===== src/rtl/button_debouncer_if.sv =====
// Button debouncer signal bundle: raw levels and repeat enables in, debounced level and
// press/release event pulses out.
interface button_debouncer_if #(
    parameter int unsigned CHANNELS = 5
);
    logic [CHANNELS-1:0] raw_in;
    logic [CHANNELS-1:0] repeat_en;
    logic [CHANNELS-1:0] level_out;
    logic [CHANNELS-1:0] press_pulse;
    logic [CHANNELS-1:0] release_pulse;

    modport master (
        output raw_in,
        output repeat_en,
        input  level_out,
        input  press_pulse,
        input  release_pulse
    );

    modport slave (
        input  raw_in,
        input  repeat_en,
        output level_out,
        output press_pulse,
        output release_pulse
    );
endinterface


===== src/rtl/button_debouncer.sv =====
// Multi-channel button debouncer: 2-flop synchroniser, per-channel debounce FSM with
// auto-repeat, and registered level/press/release outputs.
module button_debouncer #(
    parameter int unsigned CHANNELS        = 5,
    parameter int unsigned DEBOUNCE_CYCLES = 50_000_000,
    parameter int unsigned REPEAT_DELAY    = 25_000_000,
    parameter int unsigned REPEAT_PERIOD   = 5_000_000
) (
    input logic               clk,
    input logic               rst,
    button_debouncer_if.slave btn
);

    localparam int unsigned MaxAb  = (DEBOUNCE_CYCLES > REPEAT_DELAY) ? DEBOUNCE_CYCLES
                                                                      : REPEAT_DELAY;
    localparam int unsigned MaxCnt = (MaxAb > REPEAT_PERIOD) ? MaxAb : REPEAT_PERIOD;
    // Counter only ever holds values up to MaxCnt-1.
    localparam int unsigned CntW   = (MaxCnt > 1) ? $clog2(MaxCnt) : 1;

    localparam logic [CntW-1:0] DebLast = CntW'(DEBOUNCE_CYCLES - 1);
    localparam logic [CntW-1:0] DlyLast = CntW'(REPEAT_DELAY - 1);
    localparam logic [CntW-1:0] PerLast = CntW'(REPEAT_PERIOD - 1);

    typedef enum logic [2:0] {
        StIdle,
        StPressWait,
        StHeld,
        StRepeat,
        StReleaseWait
    } state_e;

    logic [CHANNELS-1:0] r_sync1;
    logic [CHANNELS-1:0] r_sync2;

    always_ff @(posedge clk) begin
        if (!rst) begin
            r_sync1 <= '0;
            r_sync2 <= '0;
        end else begin
            r_sync1 <= btn.raw_in;
            r_sync2 <= r_sync1;
        end
    end

    for (genvar g = 0; g < CHANNELS; g++) begin : g_ch
        state_e          r_state;
        state_e          w_state_d;
        logic [CntW-1:0] r_cnt;
        logic [CntW-1:0] w_cnt_d;
        logic            w_press_d;
        logic            w_release_d;
        logic            w_level_d;
        logic            r_level;
        logic            r_press;
        logic            r_release;
        logic            w_sync;

        assign w_sync = r_sync2[g];

        always_comb begin
            w_state_d   = r_state;
            w_cnt_d     = r_cnt + 1'b1;
            w_press_d   = 1'b0;
            w_release_d = 1'b0;
            unique case (r_state)
                StIdle: begin
                    w_cnt_d = '0;
                    if (w_sync) begin
                        w_state_d = StPressWait;
                    end
                end
                StPressWait: begin
                    if (!w_sync) begin
                        w_state_d = StIdle;
                        w_cnt_d   = '0;
                    end else if (r_cnt == DebLast) begin
                        w_state_d = StHeld;
                        w_cnt_d   = '0;
                        w_press_d = 1'b1;
                    end
                end
                StHeld: begin
                    if (!w_sync) begin
                        w_state_d = StReleaseWait;
                        w_cnt_d   = '0;
                    end else if (!btn.repeat_en[g]) begin
                        w_cnt_d = '0;
                    end else if (r_cnt == DlyLast) begin
                        w_state_d = StRepeat;
                        w_cnt_d   = '0;
                        w_press_d = 1'b1;
                    end
                end
                StRepeat: begin
                    if (!w_sync) begin
                        w_state_d = StReleaseWait;
                        w_cnt_d   = '0;
                    end else if (!btn.repeat_en[g]) begin
                        w_state_d = StHeld;
                        w_cnt_d   = '0;
                    end else if (r_cnt == PerLast) begin
                        w_cnt_d   = '0;
                        w_press_d = 1'b1;
                    end
                end
                StReleaseWait: begin
                    // A return to high is a bounce; going back to HELD restarts repeat timing.
                    if (w_sync) begin
                        w_state_d = StHeld;
                        w_cnt_d   = '0;
                    end else if (r_cnt == DebLast) begin
                        w_state_d   = StIdle;
                        w_cnt_d     = '0;
                        w_release_d = 1'b1;
                    end
                end
                default: begin
                    w_state_d = StIdle;
                    w_cnt_d   = '0;
                end
            endcase
            w_level_d = (w_state_d == StHeld) || (w_state_d == StRepeat) ||
                        (w_state_d == StReleaseWait);
        end

        always_ff @(posedge clk) begin
            if (!rst) begin
                r_state   <= StIdle;
                r_cnt     <= '0;
                r_level   <= 1'b0;
                r_press   <= 1'b0;
                r_release <= 1'b0;
            end else begin
                r_state   <= w_state_d;
                r_cnt     <= w_cnt_d;
                r_level   <= w_level_d;
                r_press   <= w_press_d;
                r_release <= w_release_d;
            end
        end

        assign btn.level_out[g]     = r_level;
        assign btn.press_pulse[g]   = r_press;
        assign btn.release_pulse[g] = r_release;
    end

endmodule

===== src/flat_wrapper.sv =====
// flat-port wrapper written by rule: the top's interface ports become plain ports
module button_debouncer_flat 
#(
    parameter int unsigned CHANNELS        = 5,
    parameter int unsigned DEBOUNCE_CYCLES = 50_000_000,
    parameter int unsigned REPEAT_DELAY    = 25_000_000,
    parameter int unsigned REPEAT_PERIOD   = 5_000_000
)
  (clk, rst, btn_raw_in, btn_repeat_en, btn_level_out, btn_press_pulse, btn_release_pulse);
  button_debouncer_if #(.CHANNELS(CHANNELS)) btn_i ();
  input logic clk;
  input logic rst;
  input wire logic [$bits(btn_i.raw_in)-1:0] btn_raw_in;
  input wire logic [$bits(btn_i.repeat_en)-1:0] btn_repeat_en;
  output wire logic [$bits(btn_i.level_out)-1:0] btn_level_out;
  output wire logic [$bits(btn_i.press_pulse)-1:0] btn_press_pulse;
  output wire logic [$bits(btn_i.release_pulse)-1:0] btn_release_pulse;
  assign btn_i.raw_in = btn_raw_in;
  assign btn_i.repeat_en = btn_repeat_en;
  assign btn_level_out = btn_i.level_out;
  assign btn_press_pulse = btn_i.press_pulse;
  assign btn_release_pulse = btn_i.release_pulse;
  button_debouncer #(.CHANNELS(CHANNELS), .DEBOUNCE_CYCLES(DEBOUNCE_CYCLES), .REPEAT_DELAY(REPEAT_DELAY), .REPEAT_PERIOD(REPEAT_PERIOD)) u_core (.clk(clk), .rst(rst), .btn(btn_i));
endmodule

===== config.mk =====
export PLATFORM = sky130hd
export DESIGN_NAME = button_debouncer_flat
export DESIGN_NICKNAME = d
export VERILOG_FILES = /design/src/rtl/button_debouncer_if.sv /design/src/rtl/button_debouncer.sv /design/src/flat_wrapper.sv
export SDC_FILE = /design/constraint.sdc
export NUM_CORES = 1
export LEC_CHECK = 0
export BUFFER_PORTS_ARGS = -buffer_cell sky130_fd_sc_hd__buf_2
export CORE_ASPECT_RATIO = 1.1
export CORE_MARGIN = 1.5
export CORE_UTILIZATION = 35
export DETAILED_ROUTE_END_ITERATION = 8
export PLACE_DENSITY = 0.55
export SKIP_LAST_GASP = 1
export SLEW_MARGIN = 20
export SYNTH_ARGS = -nofsm -noshare
export SYNTH_HDL_FRONTEND = slang
export SYNTH_SLANG_ARGS = --single-unit

===== constraint.sdc =====
create_clock -name clk -period 2.4 [get_ports clk]
set_input_delay 0 -clock clk [delete_from_list [all_inputs] [get_ports clk]]
set_output_delay 0 -clock clk [all_outputs]
set_load 0.02 [all_outputs]

==> flow_metrics.tcl, run 1 <==
set metrics [dict create \
    synth-compound-area-share_pct 4.74 \
    crit_fanout 26 \
    antenna_cells 0 \
    clk_pin_slew_ns 0.06 \
    min_period_over_period_pct 93.5 \
    finalHoldViolCount 0 \
    vias 6584 \
    seq_power_share_pct 51.0 \
    ctsRootBufferMaster "clkbuf_16" \
    p_switching_uw 1130 \
    place_hpwl_um 12100 \
    syn_area_um2 8110 \
    clock-sinks 170 \
    drive_gt1_share_pct 9.41 \
    worst_pin_slew_ns 0.578 \
    port_buffers 26 \
    setup_viol 0 \
    startpoint_type "flop" \
    grt_use_total_pct 15.1 \
    required_ns 2.71 \
    pwr_density_cell_nw_per_um2 602 \
    outcome "finished clean" \
    antenna_left 0 \
    ir_worst_vdd_v 0.000367 \
    rsz0062_at_grt "false" \
    die_x_um 148 \
    ios 27 \
    synth.most_common_cell "dfxtp_1" \
    rows 58 \
    relSlewSlack_pct 61.1 \
    yosys.area.top_type "dfxtp_1" \
    rrSetupSlack_ns 0.16 \
    endpoint_kind "flop" \
    p_int_uw 4440 \
    yosysWarnings 0 \
    seq_area_frac_synth_pct 42.0 \
    synth_xor_area_share_pct 12.8 \
    placed_cell_area_um2 8600 \
    dp_cells 1260 \
    fmax_ghz 0.445 \
    vias_per_cell 5.07 \
    ys_types 58 \
    yosys-top-cells-area "dfxtp_1 42%, xnor2_1 9.2%, nor2_1 7.2%" \
    die_y_um 163 \
    fin_skew_ns 0.00759 \
    drtIter0Drc 340 \
    finalCriticalPeriod_ns 2.24 \
    grt-ovfl-total 0 \
    async_flop_share_pct 0 \
    cts_setup_buffers 0 \
    synth_commonest_cells "170 x dfxtp_1, 156 x nor2_1, 85 x xnor2_1, 62 x nand3_1, 61 x nor3_1" \
    grt_max_degree 27 \
    synth_edf_count 0 \
    syn_area_per_cell_um2 8.49 \
    maxCapViolations 0 \
    pwr-share-comb_pct 1.3 \
    final_cell_area_um2 9250 \
    setup_tns_ns 0 \
    grt_pass1_vias 6285 \
    grt_pass1_wl_um 30000 \
    area.sequential_um2 3400 \
    clk_latency_ns 0.42 \
    fin_nets 1005 \
    die_area_um2 24100 \
    syn_to_final_growth_pct 14.0 \
    wl_per_cell_um 13.4 \
    htreeDepth 4 \
    yosys.area_share.simple_pct 35.1 \
    synth_adder_area_share_pct 0.771 \
    cts_tree "yes" \
    core_area_um2 22800 \
    ys.flop_type "dfxtp_1" \
    synth_top_family_by_area "simple AND/OR/NAND/NOR gates" \
    drc 0 \
    multi_input_area_um2 4350 \
    synth_top_area_share_pct 42.0 \
    switching_share_pct 20.3 \
    cts_resized 0 \
    clock_power_share_pct 47.6 \
    place_congestion 0.788 \
    drt_pass1_iterations 7 \
    fin_cells 1299 \
    nFillCells 2357 \
    ys_seq_elements 170 \
    clockBufferDepth 2 \
    syn_inst 955 \
    hp-class "input pin to flop" \
    worstPathArrival_ns 2.56 \
    cts_buffers 17 \
    synth_mux_area_share_pct 0.123 \
    critPathKind "flop to flop" \
    antenna_found_initial 0 \
    totalWireLength_um 17300 \
    p_leak_uw 0.00274 \
    slew_viol_final 0 \
    syn-num-nets 972 \
    start_util_pct 35.6 \
]
## metrics by stage
stage | utilization, % | setup slack, ns | total power (uW) | hold WS [ns]
6_report | 40.6 | 0.155 | 5570 | 0.0649
5_1_grt | 40.6 | 0.0639 | 5790 | 0.0742
3_3_place_gp | 37.7 | 0.233 | 2970 | 0.237
2_1_floorplan | - | 0.178 | 2930 | 0.127
4_1_cts | 40.6 | 0.171 | 5650 | 0.0377
3_5_place_dp | 37.7 | 0.181 | 2970 | 0.235
## power by group through the flow
stage	clock [uW]	combinational, uW	sequential, uW
after CTS	2730	75.7	2840
after global placement	0	65.0	2900
after floorplan	0	32.8	2900
final	2650	74.4	2840
after global routing	2870	82.5	2840
after detailed placement	0	64.1	2900
## path summary, 6_finish.rpt
| kind | cells past startpoint | start | end |
|---|---|---|---|
| worst max-delay path | 7 | u_core.g_ch[2].r_cnt[0] | u_core.g_ch[2].r_cnt[20] |
| worst max register to register | 7 | u_core.g_ch[2].r_cnt[0] | u_core.g_ch[2].r_cnt[20] |
| worst min register to register | 1 | u_core.r_sync1[3] | u_core.r_sync2[3] |
| worst min-delay path | 4 | btn_repeat_en[3] | u_core.g_ch[3].r_press |
## state kept, by name, summed over array words and instances, names as in the netlist
signal	cells
u_core.r_sync1	5
u_core.g_ch.r_state	15
u_core.g_ch.r_release	5
u_core.g_ch.r_cnt	130
u_core.g_ch.r_level	5
u_core.r_sync2	5
u_core.g_ch.r_press	5
## layer usage
metal  up-vias  GRT usage (%)  part of all wire, %
met5         -              0                    0
met4         0           4.50                  1.3
met3        19           3.50                  2.4
met2        62           25.1                   46
met1      3099           19.6                   50
li1       3404              -                    -
## critical path, cell delays in order (launching register included)
cell,delay (ns)
dfxtp_1,0.39
ha_1,0.18
or4bb_1,0.50
nor4_1,0.37
a32o_1,0.27
a2bb2oi_4,0.17
buf_12,0.18
nor2_1,0.06
## what timing repair did
item	in CTS	in global routing
endpoints found under the hold margin	12	0
hold buffers	9	0
endpoints found under the setup margin	0	0
## placed cells by master (no fill, tap or decap), types with 17 or more instances in the layout
master | synthesis | layout
nand4_1 | 38 | 38
nand3_1 | 62 | 62
clkbuf_16 | 0 | 17
xnor2_1 | 85 | 85
and2_1 | 17 | 17
dfxtp_1 | 170 | 170
inv_1 | 23 | 23
nor3_1 | 61 | 61
nor2_1 | 156 | 156
nand2_1 | 60 | 60
xor2_1 | 34 | 34
nor4_1 | 39 | 39
buf_2 | 7 | 26
buf_4 | 20 | 21
## area by class of cell
cell class                      count  share of cell area [%]
Sequential cell                   170                    36.8
Tap cell                          300                    4.06
Clock inverter                      8                    1.04
Inverter                           23                   0.933
Timing Repair Buffer               61                    5.17
Clock buffer                       22                    5.02
Multi-Input combinational cell    715                    47.0
## cells by family after synthesis
group           Yosys count
simple gates            540
buf+inv                  70
xor+xnor                119
mux                       1
flops                   170
compound gates           50
fa+ha+maj                 5
No activity file was read; power rests on OpenSTA's default activity.
==> inputs of run 2 (changes only) <==
Settings changed: RECOVER_POWER set to 25.
==> flow_metrics.tcl, run 2 (same netlist as run 1, synthesis figures left out) <==
set metrics [dict create \
    fmax_ghz 0.446 \
    antenna_cells 0 \
    ir_worst_vdd_v 0.000367 \
    die_x_um 148 \
    ios 27 \
    syn_to_final_growth_pct 13.7 \
    vias_per_cell 5.08 \
    pwr_density_cell_nw_per_um2 604 \
    port_buffers 26 \
    dp_cells 1260 \
    fin_skew_ns 0.00758 \
    vias 6596 \
    start_util_pct 35.6 \
    cts_resized 0 \
    hp-class "input pin to flop" \
    clk_latency_ns 0.42 \
    worstPathArrival_ns 2.56 \
    clk_pin_slew_ns 0.06 \
    wl_per_cell_um 13.4 \
    die_area_um2 24100 \
    fin_cells 1299 \
    drive_gt1_share_pct 7.41 \
    nFillCells 2366 \
    worst_hold_slack_ns 0.0660 \
    required_ns 2.71 \
    critPathKind "flop to flop" \
    core_area_um2 22800 \
    drtIter0Drc 367 \
    grt_max_degree 27 \
    drc 0 \
    crit_fanout 26 \
    grt_pass1_wl_um 30000 \
    place_congestion 0.788 \
    rows 58 \
    reg2reg_depth 7 \
    ctsRootBufferMaster "clkbuf_16" \
    regToRegEndpoint "u_core.g_ch[2].r_cnt[20]" \
    outcome "finished clean" \
    rsz0062_at_grt "false" \
    rrSetupSlack_ns 0.16 \
    grt_use_total_pct 15.1 \
    mostFrequentLayoutCell "dfxtp_1" \
    totalWireLength_um 17400 \
    cts_tree "yes" \
    setup_tns_ns 0 \
    fin_nets 1005 \
    setup.worst_path.end "u_core.g_ch[2].r_cnt[20]" \
    finalHoldViolCount 0 \
    endpoint_kind "flop" \
    multi_input_area_um2 4350 \
    area.sequential_um2 3400 \
    worst_pin_slew_ns 0.580 \
    antenna_left 0 \
    place_hpwl_um 12100 \
    p_leak_uw 0.00266 \
    p_total_uw 5570 \
    maxCapViolations 0 \
    top_register "u_core.g_ch.r_cnt" \
    drt_pass1_iterations 7 \
    relSlewSlack_pct 61.0 \
    final_cell_mix "170 x dfxtp_1, 156 x nor2_1, 85 x xnor2_1" \
    placed_cell_area_um2 8600 \
    timing.rr.start "u_core.g_ch[2].r_cnt[0]" \
    startpoint_type "flop" \
    grt_pass1_vias 6285 \
    clock-sinks 170 \
    slew_viol_final 0 \
    grt-ovfl-total 0 \
    htreeDepth 4 \
    setup_viol 0 \
    largest_register_ffs 130 \
    die_y_um 163 \
    finalCriticalPeriod_ns 2.24 \
    cts_buffers 17 \
    final_cell_area_um2 9220 \
    top_regs "u_core.g_ch.r_cnt (130), u_core.g_ch.r_state (15)" \
    crit_start "u_core.g_ch[2].r_cnt[0]" \
    antenna_found_initial 0 \
    clockBufferDepth 2 \
    min_period_over_period_pct 93.5 \
]
## run 2: timing repair
item	CTS	global route
setup buffers	0	0
hold buffers	9	0
endpoints found under the hold margin	12	0
## run 2: critical path: stages (launching register included)
cell and delay [ns]:
dfxtp_1 0.39, ha_1 0.18, or4bb_1 0.50, nor4_1 0.37
a32o_1 0.27, a2bb2oi_4 0.17, buf_12 0.18, nor2_1 0.06
## run 2: area by class of cell
cell class | instances | share of cell area, %
multi-input cells | 715 | 47.1
flip-flops and latches | 170 | 36.9
clock buffers | 22 | 5.03
repair buffers | 61 | 4.86
well taps | 300 | 4.07
clock inverters | 8 | 1.04
inverters | 23 | 0.936
## run 2: power by group
group          total (uW)  internal, uW  switching, uW
sequential           2840          2830           9.70
combinational        73.6          33.4           40.2
clock                2650          1570           1080
## run 2: through the flow
step           util [%]  setup WS [ns]
2_1_floorplan         -          0.178
3_3_place_gp       37.7          0.233
3_5_place_dp       37.7          0.181
4_1_cts            40.6          0.171
5_1_grt            40.5         0.0639
6_report           40.5          0.156
## run 2: routing by layer
layer | vias up | routed length, um | GRT usage [%]
met2 | 63 | 8080 | 25.1
li1 | 3404 | - | -
met4 | 0 | 200 | 4.50
met1 | 3112 | 8650 | 19.6
met5 | - | 0 | 0
met3 | 17 | 457 | 3.50
## run 2: worst min path at each step
stage / startpoint / to / slack (ns) / cells after the start
6_report: btn_repeat_en[3] / u_core.g_ch[3].r_press / 0.07 / 4
5_1_grt: btn_repeat_en[3] / u_core.g_ch[3].r_press / 0.07 / 4
4_1_cts: btn_repeat_en[3] / u_core.g_ch[3].r_press / 0.04 / 4
3_5_place_dp: btn_raw_in[0] / u_core.r_sync1[0] / 0.24 / 2
3_3_place_gp: btn_raw_in[3] / u_core.r_sync1[3] / 0.24 / 2
2_1_floorplan: btn_raw_in[0] / u_core.r_sync1[0] / 0.13 / 1
==> inputs of run 3 (changes only) <==
Settings changed: PLACE_DENSITY 0.55 to unset.
==> flow_metrics.tcl, run 3 (same netlist as run 1, synthesis figures left out) <==
set metrics [dict create \
    ir_worst_vdd_v 0.000403 \
    antenna_left 0 \
    grt_max_degree 27 \
    area.sequential_um2 3400 \
    largest_register_ffs 130 \
    p_total_uw 5920 \
    nFillCells 2320 \
    drc 0 \
    clk_latency_ns 0.42 \
    layout_setup_ws_ns 0.161 \
    wl_per_cell_um 13.2 \
    multi_input_area_um2 4350 \
    clockBufferDepth 2 \
    final_cell_area_um2 9260 \
    placed_cell_area_um2 8540 \
    cts_buffers 17 \
    holdPathStages 4 \
    reg2reg_depth 6 \
    finalHoldViolCount 0 \
    critPathKind "flop to flop" \
    start_util_pct 35.6 \
    ios 27 \
    cts_tree "yes" \
    pwr_density_cell_nw_per_um2 639 \
    drtIter0Drc 307 \
    top_regs "u_core.g_ch.r_cnt (130), u_core.g_ch.r_state (15)" \
    drt_pass1_iterations 5 \
    drive_gt1_share_pct 7.12 \
    htreeDepth 4 \
    mostFrequentLayoutCell "dfxtp_1" \
    min_period_over_period_pct 93.3 \
    worst_hold_slack_ns 0.0418 \
    place_hpwl_um 11900 \
    grt-ovfl-total 0 \
    hp-start "btn_repeat_en[3]" \
    hp-class "input pin to flop" \
    vias_per_cell 5.09 \
    antenna_found_initial 0 \
    slowest_delay_ns 0.56 \
    top_register "u_core.g_ch.r_cnt" \
    relSlewSlack_pct 59.0 \
    regToRegEndpoint "u_core.g_ch[0].r_cnt[3]" \
    vias 6606 \
    port_buffers 26 \
    cp_cell_sequence "nand4bb_1 -> or3_1 -> or4_4 -> a22oi_4 -> buf_4 -> nor2_1" \
    pre_cts_slack_ns 0.183 \
    rsz0062_at_grt "false" \
    worstPathArrival_ns 2.55 \
    finalCriticalPeriod_ns 2.24 \
    cpMaxStageDelayCell "or4_4" \
    outcome "finished clean" \
    ctsRootBufferMaster "clkbuf_16" \
    timing.rr.start "u_core.g_ch[0].r_cnt[9]" \
    clock-sinks 170 \
    fin_nets 1001 \
    syn_to_final_growth_pct 14.2 \
    totalWireLength_um 17100 \
    startpoint_type "flop" \
    p_leak_uw 0.00266 \
    required_ns 2.71 \
    setup_viol 0 \
    core_area_um2 22800 \
    min_to "u_core.g_ch[3].r_press" \
    maxCapViolations 0 \
    rrSetupSlack_ns 0.16 \
    endpoint_kind "flop" \
    worst_pin_slew_ns 0.610 \
    crit_fanout 17 \
    place_congestion 0.805 \
    clk_pin_slew_ns 0.06 \
    cp_num_buf_inv 1 \
    rows 58 \
    die_x_um 148 \
    slew_viol_final 0 \
    grt_pass1_wl_um 30100 \
    die_y_um 163 \
    grt_use_total_pct 15.1 \
    fin_skew_ns 0.0114 \
    fmax_ghz 0.447 \
    antenna_cells 0 \
    setup_tns_ns 0 \
    final_cell_mix "170 x dfxtp_1, 156 x nor2_1, 85 x xnor2_1" \
    die_area_um2 24100 \
    crit_family "simple AND/OR/NAND/NOR gates" \
    grt_pass1_vias 6339 \
]
-- run 3: changes by cell type in the layout (fill, tap and decap cells not counted), sizes merged --
cell    before  now
buf         31   26
bufinv       2    5
clkbuf      43   44
clkinv       5    3
inv         23   24
-- run 3: report_power, final --
group,switching (uW),internal (uW)
sequential,10.0,2830
clock,1100,1910
combinational,39.4,31.5
-- run 3: per-stage QoR --
stage / std cells / util [%]
6_report: 1297 / 40.6
5_1_grt: 1297 / 40.6
4_1_cts: 1297 / 40.8
3_5_place_dp: 1256 / 37.5
3_3_place_gp: 1256 / 37.5
2_1_floorplan: 955 / -
-- run 3: worst max-delay path by stage --
| stage | startpoint | to | slack [ns] | cells after the start |
|---|---|---|---|---|
| after floorplan | u_core.g_ch[2].r_cnt[0] | u_core.g_ch[2].r_cnt[13] | 0.18 | 7 |
| after global placement | u_core.g_ch[2].r_cnt[0] | u_core.g_ch[2].r_cnt[19] | 0.23 | 7 |
| after detailed placement | u_core.g_ch[0].r_cnt[9] | u_core.g_ch[0].r_cnt[5] | 0.18 | 6 |
| after CTS | u_core.g_ch[0].r_cnt[9] | u_core.g_ch[0].r_cnt[5] | 0.15 | 6 |
| after global routing | u_core.g_ch[1].r_cnt[12] | u_core.g_ch[1].r_press | 0.03 | 5 |
| final | u_core.g_ch[0].r_cnt[9] | u_core.g_ch[0].r_cnt[3] | 0.16 | 6 |
-- run 3: layout make-up --
cell class	instances	share of cell area (%)
multi-input combinational	715	47.0
clock buffer	22	5.01
inverter	23	0.932
tap	300	4.05
timing repair buffer	57	4.19
sequential	170	36.8
clock inverter	10	2.04
-- run 3: per-layer routing --
layer,track usage [%],share of wire [%],vias up
met3,3.19,3.2,10
met4,4.46,0.92,0
met5,0,0,-
met2,24.9,47,101
li1,-,-,3406
met1,19.7,49,3089
-- run 3: timing repair --
action / 4_1_cts / 5_1_grt
hold buffers: 9 / 0
endpoints found under the setup margin: 0 / 5
setup buffers: 0 / 0
gates resized for setup: 0 / 2
hold endpoints to repair: 12 / 0
-- run 3: worst register-to-register path, delay by kind of cell, from the launching register on --
family | cells | cell delay [ns]
flip-flops | 1 | 0.36
AND/OR/NAND/NOR | 4 | 1.31
AO/OA/AOI/OAI | 1 | 0.21
buffers and inverters | 1 | 0.24
